**src/rtl/deadlock_collect_pkg.sv**
```systemverilog
// Shared types and helpers for the deadlock report collector.
// Latency: n/a (types, constants and a combinational helper only).
// Backpressure: n/a.
package deadlock_collect_pkg;

    // Collector FSM states.
    typedef enum logic [1:0] {
        IDLE    = 2'd0,
        WATCH   = 2'd1,
        REPORT  = 2'd2,
        LATCHED = 2'd3
    } dl_state_t;

    // Upper bound on monitor count handled by the generic index helper.
    localparam int DL_MAX_MON  = 64;
    localparam int DL_MAX_IDX_W = $clog2(DL_MAX_MON);

    // Default confirmation window and the hold-counter width it implies.
    // The counter must be able to hold the value CONFIRM_CYCLES itself.
    localparam int DL_CONFIRM_DFLT = 16;
    localparam int DL_HOLD_W_DFLT  = $clog2(DL_CONFIRM_DFLT + 1);

    function automatic int hold_cnt_w(input int confirm_cycles);
        return $clog2(confirm_cycles + 1);
    endfunction

    // Index of the lowest set bit; 0 when the mask is empty.
    // Scanning from the top down lets the lowest set bit overwrite last.
    function automatic logic [DL_MAX_IDX_W-1:0] lowest_set_idx(
        input logic [DL_MAX_MON-1:0] mask
    );
        lowest_set_idx = '0;
        for (int i = DL_MAX_MON - 1; i >= 0; i--) begin
            if (mask[i]) begin
                lowest_set_idx = DL_MAX_IDX_W'(i);
            end
        end
    endfunction

endpackage

```
**src/rtl/dl_lowest_set_encoder.sv**
```systemverilog
// Priority encoder: index of the lowest set bit of i_mask (0 if none).
// Latency: purely combinational.
// Backpressure: none.
//
// Ports:
//   i_mask  in   NUM_MON  bit vector to encode
//   o_idx   out  IDX_W    lowest set bit index
module dl_lowest_set_encoder
    import deadlock_collect_pkg::*;
#(
    parameter int NUM_MON = 13,
    parameter int IDX_W   = 4
) (
    input  logic [NUM_MON-1:0] i_mask,
    output logic [IDX_W-1:0]   o_idx
);

    logic [DL_MAX_MON-1:0]   w_mask_ext;
    logic [DL_MAX_IDX_W-1:0] w_idx_full;
    logic [DL_MAX_IDX_W-1:0] w_unused_idx;

    assign w_mask_ext   = DL_MAX_MON'(i_mask);
    assign w_idx_full   = lowest_set_idx(w_mask_ext);
    // Upper index bits are always zero because the mask is zero-extended.
    assign w_unused_idx = w_idx_full;
    assign o_idx        = w_idx_full[IDX_W-1:0];

endmodule

```
**src/rtl/deadlock_report_collector.sv**
```systemverilog
// Confirms a deadlock after CONFIRM_CYCLES consecutive blocked cycles and issues one report.
// Latency: report_valid rises the cycle after the CONFIRM_CYCLES-th consecutive blocked edge.
// Backpressure: report held stable until report_ready; report_valid is registered (no ready->valid path).
//
// Ports:
//   clock, reset (sync, active-high)
//   mon_block      in   NUM_MON  per-monitor block flags
//   dut_done       in   1        suppresses detection when high
//   report_ready   in   1        reporter accepts the record
//   report_valid   out  1        record available
//   report_idx     out  IDX_W    lowest blocked monitor at confirmation
//   report_mask    out  NUM_MON  mon_block snapshot at confirmation
//   report_cycle   out  CYC_W    cycle_count at confirmation
//   deadlock_flag  out  1        sticky confirmed flag
//   cycle_count    out  CYC_W    saturating free-running counter
module deadlock_report_collector
    import deadlock_collect_pkg::*;
#(
    parameter int NUM_MON        = 13,
    parameter int IDX_W          = 4,
    parameter int CONFIRM_CYCLES = 16,
    parameter int CYC_W          = 32
) (
    input  logic               clock,
    input  logic               reset,
    input  logic [NUM_MON-1:0] mon_block,
    input  logic               dut_done,
    input  logic               report_ready,
    output logic               report_valid,
    output logic [IDX_W-1:0]   report_idx,
    output logic [NUM_MON-1:0] report_mask,
    output logic [CYC_W-1:0]   report_cycle,
    output logic               deadlock_flag,
    output logic [CYC_W-1:0]   cycle_count
);

    localparam int HOLD_W = hold_cnt_w(CONFIRM_CYCLES);

    dl_state_t          r_state;
    dl_state_t          w_state_nxt;
    logic [HOLD_W-1:0]  r_hold;
    logic [HOLD_W-1:0]  w_hold_nxt;
    logic [HOLD_W-1:0]  w_hold_inc;
    logic               w_blocked;
    logic               w_capture;
    logic               w_accept;
    logic [IDX_W-1:0]   w_low_idx;

    logic               r_valid;
    logic               r_flag;
    logic [IDX_W-1:0]   r_idx;
    logic [NUM_MON-1:0] r_mask;
    logic [CYC_W-1:0]   r_rcyc;
    logic [CYC_W-1:0]   r_cyc;

    dl_lowest_set_encoder #(
        .NUM_MON (NUM_MON),
        .IDX_W   (IDX_W)
    ) u_enc (
        .i_mask (mon_block),
        .o_idx  (w_low_idx)
    );

    assign w_blocked  = |mon_block;
    assign w_hold_inc = r_hold + HOLD_W'(1);

    // FSM state register.
    always_ff @(posedge clock) begin
        if (reset) begin
            r_state <= IDLE;
            r_hold  <= '0;
        end else begin
            r_state <= w_state_nxt;
            r_hold  <= w_hold_nxt;
        end
    end

    // FSM next-state and capture/accept strobes.
    always_comb begin
        w_state_nxt = r_state;
        w_hold_nxt  = r_hold;
        w_capture   = 1'b0;
        w_accept    = 1'b0;
        case (r_state)
            IDLE: begin
                w_hold_nxt = '0;
                if (w_blocked && !dut_done) begin
                    w_hold_nxt = HOLD_W'(1);
                    if (CONFIRM_CYCLES == 1) begin
                        w_state_nxt = REPORT;
                        w_capture   = 1'b1;
                    end else begin
                        w_state_nxt = WATCH;
                    end
                end
            end
            WATCH: begin
                // Only a fully clear mask (or DUT completion) restarts the
                // window; a change in which monitors are blocked does not.
                if (!w_blocked || dut_done) begin
                    w_hold_nxt  = '0;
                    w_state_nxt = IDLE;
                end else if (w_hold_inc == HOLD_W'(CONFIRM_CYCLES)) begin
                    w_state_nxt = REPORT;
                    w_capture   = 1'b1;
                end else begin
                    w_hold_nxt = w_hold_inc;
                end
            end
            REPORT: begin
                // r_valid is always high in REPORT, so ready alone completes it.
                if (report_ready) begin
                    w_accept    = 1'b1;
                    w_state_nxt = LATCHED;
                end
            end
            LATCHED: begin
                w_state_nxt = LATCHED;
            end
            default: begin
                w_state_nxt = IDLE;
                w_hold_nxt  = '0;
            end
        endcase
    end

    // Cycle counter and report payload.
    always_ff @(posedge clock) begin
        if (reset) begin
            r_cyc   <= '0;
            r_valid <= 1'b0;
            r_flag  <= 1'b0;
            r_idx   <= '0;
            r_mask  <= '0;
            r_rcyc  <= '0;
        end else begin
            if (r_cyc != {CYC_W{1'b1}}) begin
                r_cyc <= r_cyc + CYC_W'(1);
            end
            if (w_capture) begin
                r_mask  <= mon_block;
                r_idx   <= w_low_idx;
                r_rcyc  <= r_cyc;
                r_valid <= 1'b1;
                r_flag  <= 1'b1;
            end else if (w_accept) begin
                r_valid <= 1'b0;
            end
        end
    end

    assign report_valid  = r_valid;
    assign report_idx    = r_idx;
    assign report_mask   = r_mask;
    assign report_cycle  = r_rcyc;
    assign deadlock_flag = r_flag;
    assign cycle_count   = r_cyc;

endmodule

```
**config.mk**
```make
export PLATFORM = sky130hd
export DESIGN_NAME = deadlock_report_collector
export DESIGN_NICKNAME = d
export VERILOG_FILES = /design/src/rtl/deadlock_collect_pkg.sv /design/src/rtl/dl_lowest_set_encoder.sv /design/src/rtl/deadlock_report_collector.sv
export SDC_FILE = /design/constraint.sdc
export NUM_CORES = 1
export LEC_CHECK = 0
export ABC_AREA = 1
export CORE_UTILIZATION = 40
export DETAILED_ROUTE_END_ITERATION = 6
export MAX_ROUTING_LAYER = met4
export PLACE_DENSITY = 0.68
export SETUP_SLACK_MARGIN = 0.4
export SLEW_MARGIN = 20
export SYNTH_ARGS = -nofsm -noshare
export SYNTH_HDL_FRONTEND = slang
export SYNTH_HIERARCHICAL = 1
export SYNTH_SLANG_ARGS = --single-unit
```
**constraint.sdc**
```tcl
create_clock -name clock -period 2 [get_ports clock]
set_clock_uncertainty 0.2 [all_clocks]
set_input_delay 0.3 -clock clock [delete_from_list [all_inputs] [get_ports clock]]
set_output_delay 0.3 -clock clock [all_outputs]
set_load 0.01 [all_outputs]
```
Word-level counts from Yosys, hierarchy flattened
Cells that the tools add are included.
{"block": "totals", "regBits": 90, "inputBits": 17, "output_inout_bits": 83, "wordCells": 58}
{"block": "classes", "add_sub_neg": 2, "n_eq_ne": 9, "mux": 29, "reduce_logical": 10}
{"op": "two-way mux 4 bit", "count": 13}
{"op": "adder 32 x 1 -> 32 bit (second input constant)", "count": 1}
{"op": "!= test 32 bit (second input constant)", "count": 1}
{"op": "OR reduction 13 bit", "count": 1}
{"op": "two-way mux 5 bit", "count": 2}
{"op": "case mux 5 bit (2 select lines)", "count": 1}
{"op": "two-way mux 1 bit", "count": 8}
{"op": "two-way mux 2 bit", "count": 4}
{"op": "case mux 2 bit (4 select lines)", "count": 1}
{"op": "!= test 3 bit (second input constant)", "count": 2}
{"op": "adder 5 x 1 -> 5 bit (second input constant)", "count": 1}
{"op": "equality test 5 bit (second input constant)", "count": 1}
{"op": "equality test 2 bit (second input constant)", "count": 2}
{"op": "!= test 2 bit (second input constant)", "count": 2}
{"op": "nonzero test 2 bit", "count": 2}
{"op": "AND reduction 3 bit", "count": 1}
{"op": "equality test 2 x 1 -> 1 bit (second input constant)", "count": 1}
{"op": "zero test 1 bit", "count": 2}
{"op": "zero test 2 bit", "count": 1}
{"op": "AND reduction 2 bit", "count": 1}
{"op": "logical AND 1 bit", "count": 1}
{"op": "logical OR 1 bit", "count": 1}

Longest topological paths before layout
{"block": "depth", "word_depth": 13, "ltp_mapped": 13, "depth_no_buf": 13}

By module
Netlist, hierarchy kept.
{"module": "deadlock_report_collector", "instances": 1, "cells_per_inst": 615, "area_each_um2": 4151.5, "seq_area_each_um2": 1801.7}
{"module": "dl_lowest_set_encoder", "instances": 1, "cells_per_inst": 35, "area_each_um2": 153.9, "seq_area_each_um2": 0.0}

Least setup slack after synthesis
No wires, ideal clock.
{"block": "synth_path", "kind": "register to register", "start": "register r_cyc[0] (netlist: cycle_count[0])", "end": "register r_cyc[0] (netlist: cycle_count[0])", "arrival_time_ns": 1.576, "slack_ns": 0.091, "path_stages_with_launch": 12, "path_buffers": 1, "period_less_slack_ns": 1.909, "cell_sequence": "dfxtp_1 -> ha_1 -> nand3_2 -> inv_2 -> nand2_2 -> inv_2 -> nand3_2 -> inv_2 -> nand2_4 -> buf_6 -> nand2_1 -> a21oi_1"}
{"block": "synth_via", "elab_chain_cells": 1, "word_cells_on_any_way": 2, "classes_between": "1 x add/sub; 1 x eq/ne"}
{"element": "start: declaration", "line": "deadlock_report_collector.sv:54", "rtl": "logic [CYC_W-1:0] r_cyc;"}
{"element": "start signal: assignment", "line": "deadlock_report_collector.sv:138", "rtl": "r_cyc <= r_cyc + CYC_W'(1);"}
{"element": "adder 32 x 1 -> 32 bit or != test 32 bit (tied branches)", "line": "deadlock_report_collector.sv:138, deadlock_report_collector.sv:137"}
Several ways; a longest one is shown, not always the timed one.
A chain may end at the register's enable or synchronous reset.

Worst setup path after layout
{"block": "layout_path", "start": "register r_hold[1]", "end": "register r_mask[12] (netlist: report_mask[12])"}
{"block": "layout_via", "elab_chain_cells": 5}
{"element": "start: declaration", "line": "deadlock_report_collector.sv:41", "rtl": "logic [HOLD_W-1:0] r_hold;"}
{"element": "start signal: assignment", "line": "deadlock_report_collector.sv:74", "rtl": "r_hold <= w_hold_nxt;"}
{"element": "adder 5 x 1 -> 5 bit", "line": "deadlock_report_collector.sv:65", "rtl": "assign w_hold_inc = r_hold + HOLD_W'(1);"}
{"element": "equality test 5 bit", "line": "deadlock_report_collector.sv:103", "rtl": "end else if (w_hold_inc == HOLD_W'(CONFIRM_CYCLES)) begin"}
{"element": "two-way mux 1 bit", "line": "deadlock_report_collector.sv:103"}
{"element": "two-way mux 1 bit", "line": "deadlock_report_collector.sv:100", "rtl": "if (!w_blocked || dut_done) begin"}
{"element": "two-way mux 1 bit", "line": "deadlock_report_collector.sv:84", "rtl": "case (r_state)"}
{"element": "end signal: assignment", "line": "deadlock_report_collector.sv:141", "rtl": "r_mask <= mon_block;"}
{"element": "end: declaration", "line": "deadlock_report_collector.sv:52", "rtl": "logic [NUM_MON-1:0] r_mask;"}
No other way between the ends.

==> results.sh <==
export IMPL_dieArea_sq_um=11200
export IMPL_gp_congestion=0.954
export IMPL_num_antenna_cells=0
export IMPL_clockRootBuffer="clkbuf_8"
export IMPL_worst_setup_path_type="flop to flop"
export IMPL_instances_no_fill=959
export IMPL_ys_warn_count=6
export IMPL_cts_max_level=3
export IMPL_post_route_cell_area_sq_um=6830
export IMPL_min_period_ns=1.81
export IMPL_synth_nets=670
export IMPL_layout_drive_gt1_share_pct=32.6
export IMPL_hold_path_cell_count=4
export IMPL_critPathRequiredTime_ns=2.05
export IMPL_avgViaCountPerCell=4.97
export IMPL_fin_crit_sh_pct=90.6
export IMPL_rsz0062_at_grt="yes"
export IMPL_fillers=944
export IMPL_nets=838
export IMPL_route_detailed_drc=0
export IMPL_grt_ovfl_total=0
export IMPL_start_kind="flop"
export IMPL_totalNegativeSetupSlack_ns=0
export IMPL_rows=37
export IMPL_min_path_type="input pin to flop"
export IMPL_layout_common_cells="125 x nand2_1, 119 x nor2_1, 65 x buf_4"
export IMPL_r2r_setup_slack_ns=0.19
export IMPL_start_util_pct=41.5
export IMPL_layout_commonest_cell="nand2_1"
export IMPL_tritoncts="built"
export IMPL_slew_violations=0
export IMPL_first_global_vias=4580
export IMPL_outcome="finished, final reports clean"
export IMPL_p_leak_nw=4.13
export IMPL_placement_io_buffers=99
export IMPL_grt_total_usage_pct=25.4
export IMPL_max_freq_ghz=0.552
export IMPL_drt_iter0_markers=231
export IMPL_tightest_slew_ns=0.325
export IMPL_grt_pass1_wl_mm=22.0
export IMPL_wirelength_mm=14.2
export IMPL_synth_top_area_share_pct=41.8
export IMPL_cp_end_kind="flop"
export IMPL_syn_area_sq_um=4310
export IMPL_cp_arrival_ns=1.86
export IMPL_synth_cell_type_count=34
export IMPL_dp_cells=925
export IMPL_die_width_um=106
export IMPL_maxSlewHeadroom_pct=78.1
export IMPL_ys_ff_latch=90
export IMPL_post_drt_wl_per_cell_um=14.8
export IMPL_drt_pass1_iter_count=5
export IMPL_synth_area_leaders="dfxtp_1 42%, nor2_1 14%, nand2_1 12%, inv_1 5.6%, o21ai_0 4.9%"
export IMPL_ant_nets=0
export IMPL_cp_max_fo=9
export IMPL_ctsLongestPathBuffers=2
export IMPL_finalHoldViolCount=0
export IMPL_die_h_um=106
export IMPL_power_density_nw_per_um2=473
export IMPL_hpwl_mm=10.2
export IMPL_antenna_found_initial=0
export IMPL_num_vias=4766
export IMPL_setup_violations=0
export IMPL_postSynthCellCount=650
export IMPL_yosysTopAreaCell="dfxtp_1"
export IMPL_coreArea_sq_um=10400
export IMPL_place_area_sq_um=5930
export IMPL_syn_area_per_cell_sq_um=6.62
export IMPL_clk_pin_slew_ns=0.10
export IMPL_clock_latency_ns=0.36
export IMPL_cts_sinks=90
export IMPL_area_delta_synth_final_pct=58.7
export IMPL_max_cap_violations=0
export IMPL_ios=100
export IMPL_ir_drop_uv=385
export IMPL_reg2reg_depth=10
export IMPL_ys_seq_area_share_pct=41.8
export IMPL_cts_made_buffers=9
export IMPL_grt_start_max_net_pins=37
[repair_timing]
item,in CTS,in global routing
resized for setup,119,169
pin swaps,6,31
endpoints found under the setup margin,172,164
setup buffers,13,4
hold buffers,0,0
gates cloned,0,1
[layout make-up]
cell class              instances  area [sq um]  area share, %
clock buffers                   9           124           1.81
clock inverters                 7          58.8          0.860
inverters                      74           290           4.25
multi-input cells             464          2580           37.7
flip-flops and latches         90          1850           27.1
well taps                     136           170           2.49
repair buffers                179          1760           25.7
[final timing paths]
path                              startpoint         endpoint
worst min-delay path            mon_block[3]   report_mask[3]
worst min register to register  report_valid     report_valid
worst max-delay path               r_hold[1]  report_mask[12]
worst max register to register     r_hold[1]  report_mask[12]
[metal layers]
metal  up-vias  share of wire, %  global-route usage (%)
li1       2377                 -                       -
met4         0               1.8                    8.04
met2       117                52                    44.9
met5         -                 0                       -
met3        20               4.3                    3.03
met1      2252                42                    29.8
[worst max-delay path: stages (launching register included)]
cell and delay (ns):
dfxtp_4 0.37, ha_4 0.17, nor2_2 0.13, nor2_4 0.05, nor2_4 0.09, nand3_4 0.10
nor2_4 0.18, inv_4 0.08, buf_4 0.17, nor2_1 0.10, nor2_1 0.05
[registers in the layout (all words and copies together) (netlist names)]
register       cells
r_state            2
report_mask       13
deadlock_flag      1
r_hold             5
report_cycle      32
report_idx         4
cycle_count       32
report_valid       1
[power by group]
group / switching, mW / internal (mW)
combinational: 0.115 / 0.111
sequential: 0.0124 / 1.79
clock: 0.721 / 0.477
total: 0.848 / 2.38
[through the flow]
step | util [%] | power [mW] | worst slack, ns | hold WS [ns]
after floorplan | - | 1.93 | 0.350 | 0.235
after global placement | 57.2 | 2.04 | -0.163 | 0.251
after detailed placement | 57.2 | 2.04 | -0.149 | 0.269
after CTS | 61.7 | 3.24 | 0.194 | 0.282
after global routing | 65.9 | 3.37 | 0.0387 | 0.163
final | 65.9 | 3.23 | 0.187 | 0.135
[cell usage after synthesis (all sizes together)]
library cell and n:
nor4 1, clkbuf 7, a21boi 1, nor2 165, or2 2, xnor2 2, xor2 5, nand3 50
nand3b 2, inv 73, o21ai 54, dfxtp 90, o21bai 1, ha 3, clkinv 1, buf 15
a21oi 9, nand2 144, nor3 16, nand4 4, a31oi 5
[cells by family (layout without fill, tap and decap cells)]
| kind of cell | after synthesis | count (layout) | share of synthesized area (%) |
|---|---|---|---|
| AO/OA/AOI/OAI | 70 | 70 | 8.49 |
| XOR/XNOR | 7 | 7 | 1.42 |
| adder cells (fa/ha/maj) | 3 | 3 | 0.872 |
| buffers and inverters | 96 | 269 | 9.36 |
| flip-flops | 90 | 90 | 41.8 |
| AND/OR/NAND/NOR | 384 | 384 | 38.0 |
No activity file was read; power rests on OpenSTA's default activity.
